File: config.mk
export PLATFORM = sky130hd
export DESIGN_NAME = pwm_sample_sequencer
export DESIGN_NICKNAME = d
export VERILOG_FILES = /design/src/rtl/pwm_pkg.sv /design/src/rtl/sync_fifo.sv /design/src/rtl/pwm_sample_sequencer.sv
export SDC_FILE = /design/constraint.sdc
export NUM_CORES = 1
export LEC_CHECK = 0
export CORE_ASPECT_RATIO = 1.1
export CORE_MARGIN = 2
export CORE_UTILIZATION = 35
export DETAILED_ROUTE_END_ITERATION = 8
export GPL_ROUTABILITY_DRIVEN = 0
export GPL_TIMING_DRIVEN = 0
export PLACE_DENSITY = 0.64
export SETUP_SLACK_MARGIN = 0.5
export SYNTH_ARGS = -nofsm -noshare
export SYNTH_HDL_FRONTEND = slang
export SYNTH_SLANG_ARGS = --single-unit
File: constraint.sdc
create_clock -name clk -period 4 [get_ports clk]
set_input_delay 1.2 -clock clk [delete_from_list [all_inputs] [get_ports clk]]
set_output_delay 1.2 -clock clk [all_outputs]
set_load 0.005 [all_outputs]
File: src/rtl/pwm_pkg.sv
// Shared definitions for the PWM sample sequencer: FSM encoding, bit-length limits and clamp.
`default_nettype none

package pwm_pkg;

   localparam logic [1:0] IDLE  = 2'd0;
   localparam logic [1:0] SERVE = 2'd1;
   localparam logic [1:0] HOLD  = 2'd2;

   localparam logic [5:0] BL_MIN = 6'd1;
   localparam logic [5:0] BL_MAX = 6'd16;

   // Clocks from a sampled req to mod_data_ready. Fixed at 1: the FIFO head is read
   // combinationally, so SERVE is never entered (it only exists for a registered-read variant).
   localparam int SERVE_LATENCY = 1;

   function automatic logic [5:0] clamp_bl(input logic [5:0] bl);
      if (bl < BL_MIN)
         return BL_MIN;
      else if (bl > BL_MAX)
         return BL_MAX;
      else
         return bl;
   endfunction

endpackage

`default_nettype wire

File: src/rtl/sync_fifo.sv
// Single-clock FIFO with combinational head read and occupancy counter.
`default_nettype none

module sync_fifo #(
   parameter int DEPTH  = 8,
   parameter int DATA_W = 16
) (
   input  logic                     clk,
   input  logic                     rst_n,
   input  logic                     push,
   input  logic [DATA_W-1:0]        push_data,
   input  logic                     pop,
   output logic [DATA_W-1:0]        pop_data,
   output logic                     full,
   output logic                     empty,
   output logic [$clog2(DEPTH):0]   level
);

   localparam int AW = $clog2(DEPTH);

   logic [DATA_W-1:0] mem [DEPTH];
   logic [AW-1:0]     wr_ptr;
   logic [AW-1:0]     rd_ptr;
   logic              do_push;
   logic              do_pop;

   // A push into a full FIFO is refused even when a pop happens on the same edge.
   assign full     = (level == (AW+1)'(DEPTH));
   assign empty    = (level == '0);
   assign do_push  = push && !full;
   assign do_pop   = pop && !empty;
   assign pop_data = mem[rd_ptr];

   always_ff @(posedge clk) begin
      if (!rst_n) begin
         wr_ptr <= '0;
         rd_ptr <= '0;
         level  <= '0;
      end else begin
         if (do_push)
            wr_ptr <= wr_ptr + 1'b1;
         if (do_pop)
            rd_ptr <= rd_ptr + 1'b1;
         level <= level + (AW+1)'(do_push) - (AW+1)'(do_pop);
      end
   end

   always_ff @(posedge clk) begin
      if (do_push)
         mem[wr_ptr] <= push_data;
   end

endmodule

`default_nettype wire

File: src/rtl/pwm_sample_sequencer.sv
// Feeds one host-buffered duty sample per PWM period to the modulator via a 4-phase handshake.
`default_nettype none

module pwm_sample_sequencer
   import pwm_pkg::*;
#(
   parameter int DEPTH  = 8,
   parameter int DATA_W = 16
) (
   input  logic                     clk,
   input  logic                     rst_n,
   input  logic [DATA_W-1:0]        wr_data,
   input  logic                     wr_valid,
   output logic                     wr_ready,
   input  logic                     cfg_enable,
   input  logic [5:0]               cfg_bit_length,
   input  logic                     cfg_underflow_zero,
   input  logic                     req,
   output logic [DATA_W-1:0]        mod_data,
   output logic                     mod_data_ready,
   output logic [5:0]               mod_bit_length,
   output logic [$clog2(DEPTH):0]   fifo_level,
   output logic [15:0]              underflow_count
);

   localparam logic [1:0] SERVE_NEXT = (SERVE_LATENCY == 1) ? HOLD : SERVE;

   logic [1:0]        state;
   logic [DATA_W-1:0] last_sample;
   logic [DATA_W-1:0] head;
   logic              full;
   logic              empty;
   logic              fire;
   logic              pop;
   logic              underflow;
   logic [DATA_W-1:0] sel;
   logic [5:0]        bl_sel;
   logic [DATA_W:0]   limit;
   logic [DATA_W-1:0] served;

   sync_fifo #(
      .DEPTH  (DEPTH),
      .DATA_W (DATA_W)
   ) u_fifo (
      .clk       (clk),
      .rst_n     (rst_n),
      .push      (wr_valid),
      .push_data (wr_data),
      .pop       (pop),
      .pop_data  (head),
      .full      (full),
      .empty     (empty),
      .level     (fifo_level)
   );

   assign wr_ready  = !full;
   assign fire      = (state == IDLE) && req;
   // A same-edge push into an empty FIFO is not bypassed: it still counts as underflow.
   assign pop       = fire && cfg_enable && !empty;
   assign underflow = fire && cfg_enable && empty;
   assign bl_sel    = clamp_bl(cfg_bit_length);
   assign limit     = (DATA_W+1)'(1) << bl_sel;

   always_comb begin
      sel = '0;
      if (cfg_enable) begin
         if (!empty)
            sel = head;
         else if (!cfg_underflow_zero)
            sel = last_sample;
      end
   end

   // Duty above 2^bl is saturated to a full-on period.
   assign served = ({1'b0, sel} > limit) ? limit[DATA_W-1:0] : sel;

   always_ff @(posedge clk) begin
      if (!rst_n) begin
         state           <= IDLE;
         mod_data        <= '0;
         mod_data_ready  <= 1'b0;
         mod_bit_length  <= BL_MIN;
         last_sample     <= '0;
         underflow_count <= '0;
      end else begin
         case (state)
            IDLE: begin
               if (fire) begin
                  mod_data       <= served;
                  mod_bit_length <= bl_sel;
                  mod_data_ready <= 1'b1;
                  last_sample    <= served;
                  state          <= SERVE_NEXT;
                  if (underflow && (underflow_count != 16'hFFFF))
                     underflow_count <= underflow_count + 16'd1;
               end
            end
            SERVE: begin
               state <= HOLD;
            end
            HOLD: begin
               if (!req) begin
                  mod_data_ready <= 1'b0;
                  state          <= IDLE;
               end
            end
            default: begin
               state          <= IDLE;
               mod_data_ready <= 1'b0;
            end
         endcase
      end
   end

endmodule

`default_nettype wire

* Word level (Yosys, flattened, before mapping)
Memory sizes are Yosys's and may differ from the RTL's. A register that Yosys moved wholly into a read port is not among the register bits.
Cells that the tools add are included.
** Word-level totals
- Register bits :: 51
- Output and inout bits :: 44
- Input bits :: 28
- Memory bits (writable) :: 128
- Memories :: 1
- Word-level logic and storage cells :: 56
** Operators by class
- Order comparisons :: 3
- Bitwise gates (word level) :: 1
- Muxes and demuxes :: 16
- Reductions and logical operators :: 15
- Add/subtract/negate cells :: 5
- Eq/ne operators :: 6
- Shift operators :: 1
** Memory list
- u_fifo.mem :: depth 8, bits a word 16, read ports 1, clocked after Yosys merged registers in 1, write ports 1, RTL line sync_fifo.sv:21 : logic [DATA_W-1:0] mem [DEPTH];
** Operator list (number)
- $mux 16 :: 4
- $gt 16x17->1 :: 1
- $shl 1x6->17 const A :: 1
- $add 16x1->16 const B :: 1
- $ne 16x16->1 const B :: 1
- $mux 6 :: 2
- $logic_and 1x1->1 :: 7
- $add 3x1->3 const B :: 2
- $gt 6x5->1 const B :: 1
- $lt 6x1->1 const B :: 1
- $mux 3 :: 2
- $pmux 2 s3 :: 1
- $reduce_and 3->1 :: 2
- $add 4x1->4 :: 1
- $eq 4x4->1 const B :: 1
- $logic_not 4->1 :: 1
- $mux 1 :: 4
- $mux 2 :: 2
- $ne 2x2->1 const B :: 2
- $reduce_and 2->1 :: 2
- $sub 4x1->4 :: 1
- $pmux 1 s3 :: 1
- $eq 2x1->1 const B :: 1
- $eq 2x2->1 const B :: 1
- 3 further kinds :: 4

* Longest topological paths before layout
Gate-level depths: netlist of the first run.
- Depth in word-level cells :: 7
- Depth in mapped cells :: 15
- Gate-level depth less buffers :: 12

* Cells and area by module
Synthesis of the first run repeated with hierarchy kept, for this count alone.
** Unflattened totals
- Cell total of the unflattened synthesis :: 625
- Area total of the unflattened synthesis :: 8344.3 um^2
** Modules (own cells, without submodules)
- sync_fifo :: cells an instance 264, times used 1, area each 5622.9 um^2, sequential area each 4103.9 um^2
- pwm_sample_sequencer :: cells an instance 361, times used 1, area each 2721.4 um^2, sequential area each 780.7 um^2

* Least setup slack after synthesis of the first run
OpenSTA, ideal clock, no wires.
- Path type :: in2reg
- Start point :: input port cfg_bit_length[5]
- End point :: register last_sample[7]
- Library setup time :: 115 ps
- Cell stages on the path :: 10
- Slack :: 353 ps
- Arrival time :: 3533 ps
- Required time :: 3885 ps
- Path buffers :: 1
- Cells stage by stage :: nor4b_1 -> nand2_1 -> ha_1 -> a21oi_1 -> o21ai_2 -> a2111oi_4 -> a31oi_2 -> buf_6 -> and3_1 -> o21a_1
** On the way
- Word-level cells in the longest chain between the ends :: 6
- Elaborated cells on any way between the ends :: 7
- Those cells by class :: order compare (3); shift (1); mux (3)
** Ends and longest elaborated chain
- start: declaration :: RTL line pwm_sample_sequencer.sv:16 : input logic [5:0] cfg_bit_length,
- $gt 6x5->1 :: RTL line pwm_pkg.sv:20 : else if (bl > BL_MAX)
- $mux 6 :: RTL line pwm_pkg.sv:20
- $mux 6 (*) :: RTL line pwm_pkg.sv:18 : if (bl < BL_MIN)
- $shl 1x6->17 (*) :: RTL line pwm_sample_sequencer.sv:62 : assign limit = (DATA_W+1)'(1) << bl_sel;
- $gt 16x17->1 :: RTL line pwm_sample_sequencer.sv:75 : assign served = ({1'b0, sel} > limit) ? limit[DATA_W-1:0] : sel;
- $mux 16 (*) :: RTL line pwm_sample_sequencer.sv:75
- end signal: assignment :: RTL line pwm_sample_sequencer.sv:92 : last_sample <= served;
- end: declaration :: RTL line pwm_sample_sequencer.sv:29 : logic [DATA_W-1:0] last_sample;
Every way passes the cells marked *; elsewhere a longest branch is shown, timed or not.
A chain may end at the register's enable or synchronous reset.

* Final worst setup path of the first run
- Start point :: input port cfg_bit_length[0]
- End point :: register last_sample[1]
The elaborated chain is that of the path after synthesis.

==> impl_metrics.csv, run 1 <==
group,metric,value,unit
cts,clock_sinks,180,
floorplanning,start_util,35.5,%
timing,drv_slew,0,
power_and_ir_drop,power_density,558,mW/mm^2
floorplanning,num_rows,58,
floorplanning,die-area,0.0244,mm^2
synthesis,synth_top_area_cell,"edfxtp_1",
floorplanning,fp.dieH,164,um
routing,vias,5223,
routing,drc_errors,0,
routing,vias_per_cell,5.11,
timing,skew,0.0169,ns
synthesis,ys_ff_latch,180,
routing,wirelength,19.0,mm
synthesis,yosysSeqAreaShare,60.2,%
synthesis,syn-cell-area,0.00812,mm^2
timing,tns,0,ns
power_and_ir_drop,ir_drop,0.345,mV
synthesis,synthArstFlopShare,0,%
placed_design,dp_hpwl,13.0,mm
worst_setup_path,critical_path_required,4.30,ns
cts,root_buffer,"clkbuf_16",
worst_setup_path,path_max_fanout,6,
routing,drt-wirelength-per-cell,18.5,um
synthesis,syn_inst,591,
final_layout,syn_to_final_growth,28.3,%
final_layout,final_util,45.6,%
synthesis,yosysMostFrequentCell,"edfxtp_1",
final_layout,drive_above_1_share,23.8,%
grt,grt-ovfl-total,0,
routing,drt_iter0_drc,429,
worst_hold_path,min_path_type,"reg2reg",
cts,cts_hold_buf,0,
final_layout,register_area,0.00488,mm^2
final_layout,multi_input_area,0.00328,mm^2
synthesis,synthFlopType,"edfxtp_1",
cts,clkLatencyLatePin,0.44,ns
routing,drtAntennaViolNets,0,
placed_design,dp_slack,-0.608,ns
floorplanning,die_x,149,um
synthesis,yosys-top-cells-area,"edfxtp_1 47%, dfxtp_1 13%, mux4_2 8.9%",
cts,max-clock-path-buffers,2,
grt,grt_pass1_vias,5127,
run_status,status,"finished clean",
cts,numCtsBuffers,17,
timing,max_freq,0.292,GHz
routing,drtPass1Iterations,5,
power_and_ir_drop,p_total,5.81,mW
cts,cts_tree,"built",
timing,worst_slew_pin_slew,0.928,ns
grt,grt_pass1_wl,29.1,mm
timing,setup_ws,0.581,ns
grt,grt_max_degree,19,
timing,final-setup-viol-count,0,
cts,htreeDepth,4,
job,cap_violations,0,
final_layout,fill_cells,2062,
synthesis,synthDominantCellAreaShare,47.3,%
grt,antenna_found_initial,0,
synthesis,synth_nets,647,
synthesis,syn_avg_cell_area,13.7,um^2
timing,timing.final.crit_share,85.5,%
synthesis,yosys-top-cells-count,"128 x edfxtp_1, 52 x dfxtp_1, 35 x nand2_1",
floorplanning,io_pins,72,
timing,rsz0062_at_grt,"yes",
floorplanning,core,0.0229,mm^2
worst_setup_path,critPathArrivalTime,3.72,ns
synthesis,synth_cell_types,54,
placed_design,port_buffers,71,
timing,period_needed,3.42,ns
power_and_ir_drop,p_leak,3.46,nW
final_layout,antenna_cells,0,
timing,finalHoldViolCount,0,
final_layout,final_nets,767,
worst_setup_path,crit_type,"in2reg",
timing,maxSlewHeadroom,37.8,%
worst_setup_path,critPathLaunchType,"input pin",
cts,clk_pin_slew,0.07,ns
synthesis,synth_edf_count,128,
grt,grt_usage,15.9,%
synthesis,yosysWarningCount,0,
worst_setup_path,endpoint_kind,"flop",
cells by family (layout without fill, tap and decap cells):
logic type	after synthesis	count (layout)	share of synthesized area, %
AOI/OAI and AO/OA	93	94	7.32
xor gates and xnor gates	16	16	1.73
adders and majority gates	28	28	4.41
buffers and inverters	56	187	3.19
DFF	180	180	60.2
muxes	56	56	11.8
other	1	1	0.0462
and+or+nand+nor	161	161	11.3
cells in the final DEF (no fill, tap or decap), drive strengths merged, types with 10 or more instances in the layout:
cell,netlist,final
edfxtp,128,128
a21oi,21,21
nor3,10,10
mux4,32,32
clkbuf,20,41
clkdlybuf4s50,0,63
dfxtp,52,52
nor2b,22,22
o21ai,32,32
ha,27,27
buf,13,44
and2,20,20
mux2i,24,24
xnor2,13,13
a21boi,10,10
nand3,14,14
nor2,14,14
inv,23,30
nand2,35,35
final cells by class:
cell class / instances / share of cell area, %
repair buffers: 100 / 9.11
flip-flops and latches: 180 / 46.9
clock buffers: 17 / 4.08
multi-input cells: 356 / 31.5
clock inverters: 14 / 1.55
plain buffers: 33 / 2.49
inverters: 23 / 0.829
well taps: 300 / 3.60
layer usage:
layer | vias up | track usage [%] | share of wire [%]
met4 | 0 | 4.03 | 1.4
li1 | 2463 | - | -
met3 | 22 | 3.44 | 4.2
met1 | 2603 | 21.0 | 44
met2 | 135 | 27.0 | 50
met5 | - | 0 | 0
repair_timing:
action                     in CTS  in global routing
buffers inserted               11                  9
pin swaps                      12                 12
resized for setup              45                 67
setup endpoints to repair      16                 18
cloned                          2                  0
where the power goes:
part           internal (mW)  leakage (nW)  switching [mW]
registers               2.14          1.58          0.0859
logic                  0.911          1.59            1.01
clock network          0.886         0.286           0.776
total                   3.94          3.46            1.87
worst paths after layout:
| path | from | to | slack [ns] | depth (start not counted) |
|---|---|---|---|---|
| worst max register to register | flop | last_sample[1] | 0.59 | 13 |
| worst min register to register | mod_bit_length[5] | mod_bit_length[5] | 0.47 | 1 |
| worst max-delay path | cfg_bit_length[0] | last_sample[1] | 0.58 | 12 |
| worst min-delay path | mod_bit_length[5] | mod_bit_length[5] | 0.47 | 1 |
flip-flops by register name (all words and copies together) (netlist names), named ones only:
register	count
mod_bit_length	6
state	1
u_fifo.mem	128
underflow_count	16
u_fifo.level	4
u_fifo.rd_ptr	3
u_fifo.wr_ptr	3
last_sample	16
per-stage QoR:
stage / instances / hold slack [ns] / cell area (um^2)
global route: 1023 / 0.492 / 10400
finish: 1023 / 0.465 / 10400
global placement: 962 / 0.443 / 9210
floorplan: 591 / 0.453 / 8130
CTS: 1014 / 0.467 / 10200
detailed placement: 970 / 0.450 / 9350
critical path: stages:
cell and delay, ns:
dlygate4sd2_1 0.26, clkbuf_8 0.17, nor4_4 0.29, inv_1 0.08, ha_1 0.30, nand4_1 0.22, nor3_4 0.30, o31ai_4 0.12
a31oi_4 0.29, buf_6 0.18, mux2i_1 0.21, a21oi_1 0.09
Power figures use the tool's default switching activity.
==> run 2: changes to the inputs <==
Settings changed: CORE_UTILIZATION 35 to 58, PLACE_DENSITY 0.64 to 0.91, SLEW_MARGIN set to 30.
==> run 2 against run 1 <==
Effect of this change:
- hold slack better by 0.014 ns
- die area down 39%
- via count up 13%
- critical path type unchanged
- register-to-register slack worse by 0.23 ns
- final area down 0.58%
- sequential cell count unchanged
- global-route usage up 12 points
- count of clock-buffer cells in the layout unchanged
- largest cell class unchanged
- routed wire length up 19%
- total power up 5.4%
- maximum frequency down 7.3%
- first-iteration DRC count up 92%
- largest power group unchanged
==> impl_metrics.csv, run 2 (synthesized netlist as in run 1, its figures left out) <==
group,metric,value,unit
run_status,status,"finished clean",
final_layout,instances_no_fill,910,
final_layout,top_register,"u_fifo.mem",
power_and_ir_drop,p_leak,3.48,nW
placed_design,place_inst,856,
timing,skew,0.0154,ns
worst_setup_path,path_max_fanout,6,
placed_design,placed_area,0.00917,mm^2
cts,cts_hold_buf,0,
timing,worst_slew_pin_slew,0.758,ns
cts,clock_sinks,180,
floorplanning,die-area,0.0150,mm^2
power_and_ir_drop,p_total,6.12,mW
grt,grt_max_degree,20,
worst_setup_path,reg2reg_setup_slack,0.36,ns
cts,clkLatencyLatePin,0.44,ns
worst_setup_path,cp_cell_sequence,"clkbuf_2 > nor2_4 > a21oi_2 > nor2b_4 > nand2_1 > ha_1 > nand3_2 > nor2_1 > o31ai_4 > a31oi_4 > clkbuf_16 > mux2i_1 > a21oi_1",
floorplanning,core,0.0137,mm^2
power_and_ir_drop,ir_drop,0.473,mV
routing,drt-wirelength-per-cell,24.8,um
grt,grt_usage,27.8,%
timing,maxSlewHeadroom,49.1,%
grt,grt-ovfl-total,0,
worst_setup_path,critical_path_required,4.31,ns
cts,numCtsBuffers,17,
cts,clk_pin_slew,0.08,ns
grt,antenna_found_initial,0,
cts,cts_tree,"built",
worst_hold_path,min_path_type,"reg2reg",
final_layout,final_cell_mix,"128 x edfxtp_1, 63 x clkdlybuf4s50_1, 51 x dfxtp_1",
routing,wirelength,22.6,mm
routing,wl_met1,7.84,mm
power_and_ir_drop,power_density,591,mW/mm^2
worst_setup_path,crit_type,"in2reg",
timing,timing.final.crit_share,92.2,%
routing,drt_iter0_drc,822,
routing,top_layer,"met4",
worst_setup_path,path_buf_inv,2,
cts,htreeDepth,4,
placed_design,port_buffers,71,
timing,period_needed,3.69,ns
final_layout,syn_to_final_growth,27.6,%
routing,drtPass1Iterations,7,
worst_setup_path,critPathLaunchType,"input pin",
worst_setup_path,critical-path-top-delay-family,"compound AO/OA/AOI/OAI gates",
floorplanning,io_pins,72,
job,cap_violations,0,
worst_setup_path,crit_slowest_cell,"ha_1",
timing,rsz0062_at_grt,"yes",
timing,max_freq,0.271,GHz
worst_setup_path,cpPeakStageDelay,0.35,ns
final_layout,largest_reg_flops,128,
grt,grt_pass1_wl,30.4,mm
routing,route.met3.wl,1.97,mm
timing,finalHoldViolCount,0,
placed_design,dp_hpwl,12.7,mm
grt,grt_pass1_vias,5643,
routing,dr_wl_met2,11.4,mm
final_layout,final_common_cell,"edfxtp_1",
floorplanning,start_util,59.1,%
cts,max-clock-path-buffers,2,
worst_setup_path,critPathArrivalTime,3.99,ns
final_layout,final_area,0.0104,mm^2
routing,vias,5902,
final_layout,antenna_cells,0,
floorplanning,die_x,117,um
floorplanning,num_rows,45,
final_layout,final_nets,765,
worst_setup_path,endpoint_kind,"flop",
routing,drtAntennaViolNets,0,
cts,root_buffer,"clkbuf_16",
final_layout,top_regs,"u_fifo.mem x128, last_sample x16, underflow_count x16",
routing,drc_errors,0,
routing,vias_per_cell,6.49,
floorplanning,fp.dieH,128,um
final_layout,drive_above_1_share,25.8,%
timing,drv_slew,0,
timing,final-setup-viol-count,0,
## run 2: repair_timing
item / CTS / global route
cloned: 0 / 3
setup endpoints to repair: 16 / 16
buffers inserted: 8 / 11
gates resized for setup: 47 / 85
pin swaps: 6 / 16
## run 2: path summary, 6_finish.rpt
path / startpoint / to / depth (start not counted)
worst max-delay path: cfg_bit_length[5] / last_sample[1] / 13
worst min-delay path: last_sample[13] / last_sample[13] / 2
worst max register to register: u_fifo.level[2] / last_sample[1] / 15
worst min register to register: last_sample[13] / last_sample[13] / 2
## run 2: where the power goes
group          total, mW  internal [mW]  switching, mW
Combinational       2.17          0.975           1.20
Sequential          2.24           2.14         0.0953
Clock               1.72          0.902          0.815
## run 2: through the flow
| stage | setup slack, ns | hold WS [ns] | TNS (ns) | util, % |
|---|---|---|---|---|
| 2_1_floorplan | 0.529 | 0.453 | 0 | - |
| 3_3_place_gp | -0.706 | 0.442 | -29.17 | 66.0 |
| 6_report | 0.312 | 0.479 | 0 | 75.4 |
| 5_1_grt | 0.302 | 0.507 | 0 | 75.4 |
| 3_5_place_dp | -0.680 | 0.453 | -9.46 | 66.7 |
| 4_1_cts | 0.500 | 0.475 | 0 | 72.7 |
## run 2: area by class of cell
cell class | count | area, um^2
sequential | 180 | 4890
fill | 789 | 3380
multi-input combinational | 356 | 3350
timing repair buffer | 98 | 933
clock buffer | 17 | 425
buffer | 33 | 260
tap | 188 | 235
clock inverter | 15 | 184
inverter | 23 | 86.3
## run 2: worst reg2reg max path, stage by stage (launching register included)
cell	delay, ns
dfxtp_1	0.32
inv_2	0.08
ha_1	0.18
or3b_1	0.37
clkbuf_2	0.18
buf_6	0.18
o21ai_0	0.21
a21oi_1	0.11
ha_1	0.38
nand3_2	0.15
nor2_1	0.31
o31ai_4	0.17
a31oi_4	0.35
clkbuf_16	0.23
mux2i_1	0.21
a21oi_1	0.09
## run 2: routing by layer
metal,global-route usage (%),vias to the layer above
li1,-,2460
met1,33.8,2865
met2,46.0,446
met3,5.63,131
met4,16.3,0
met5,0,-
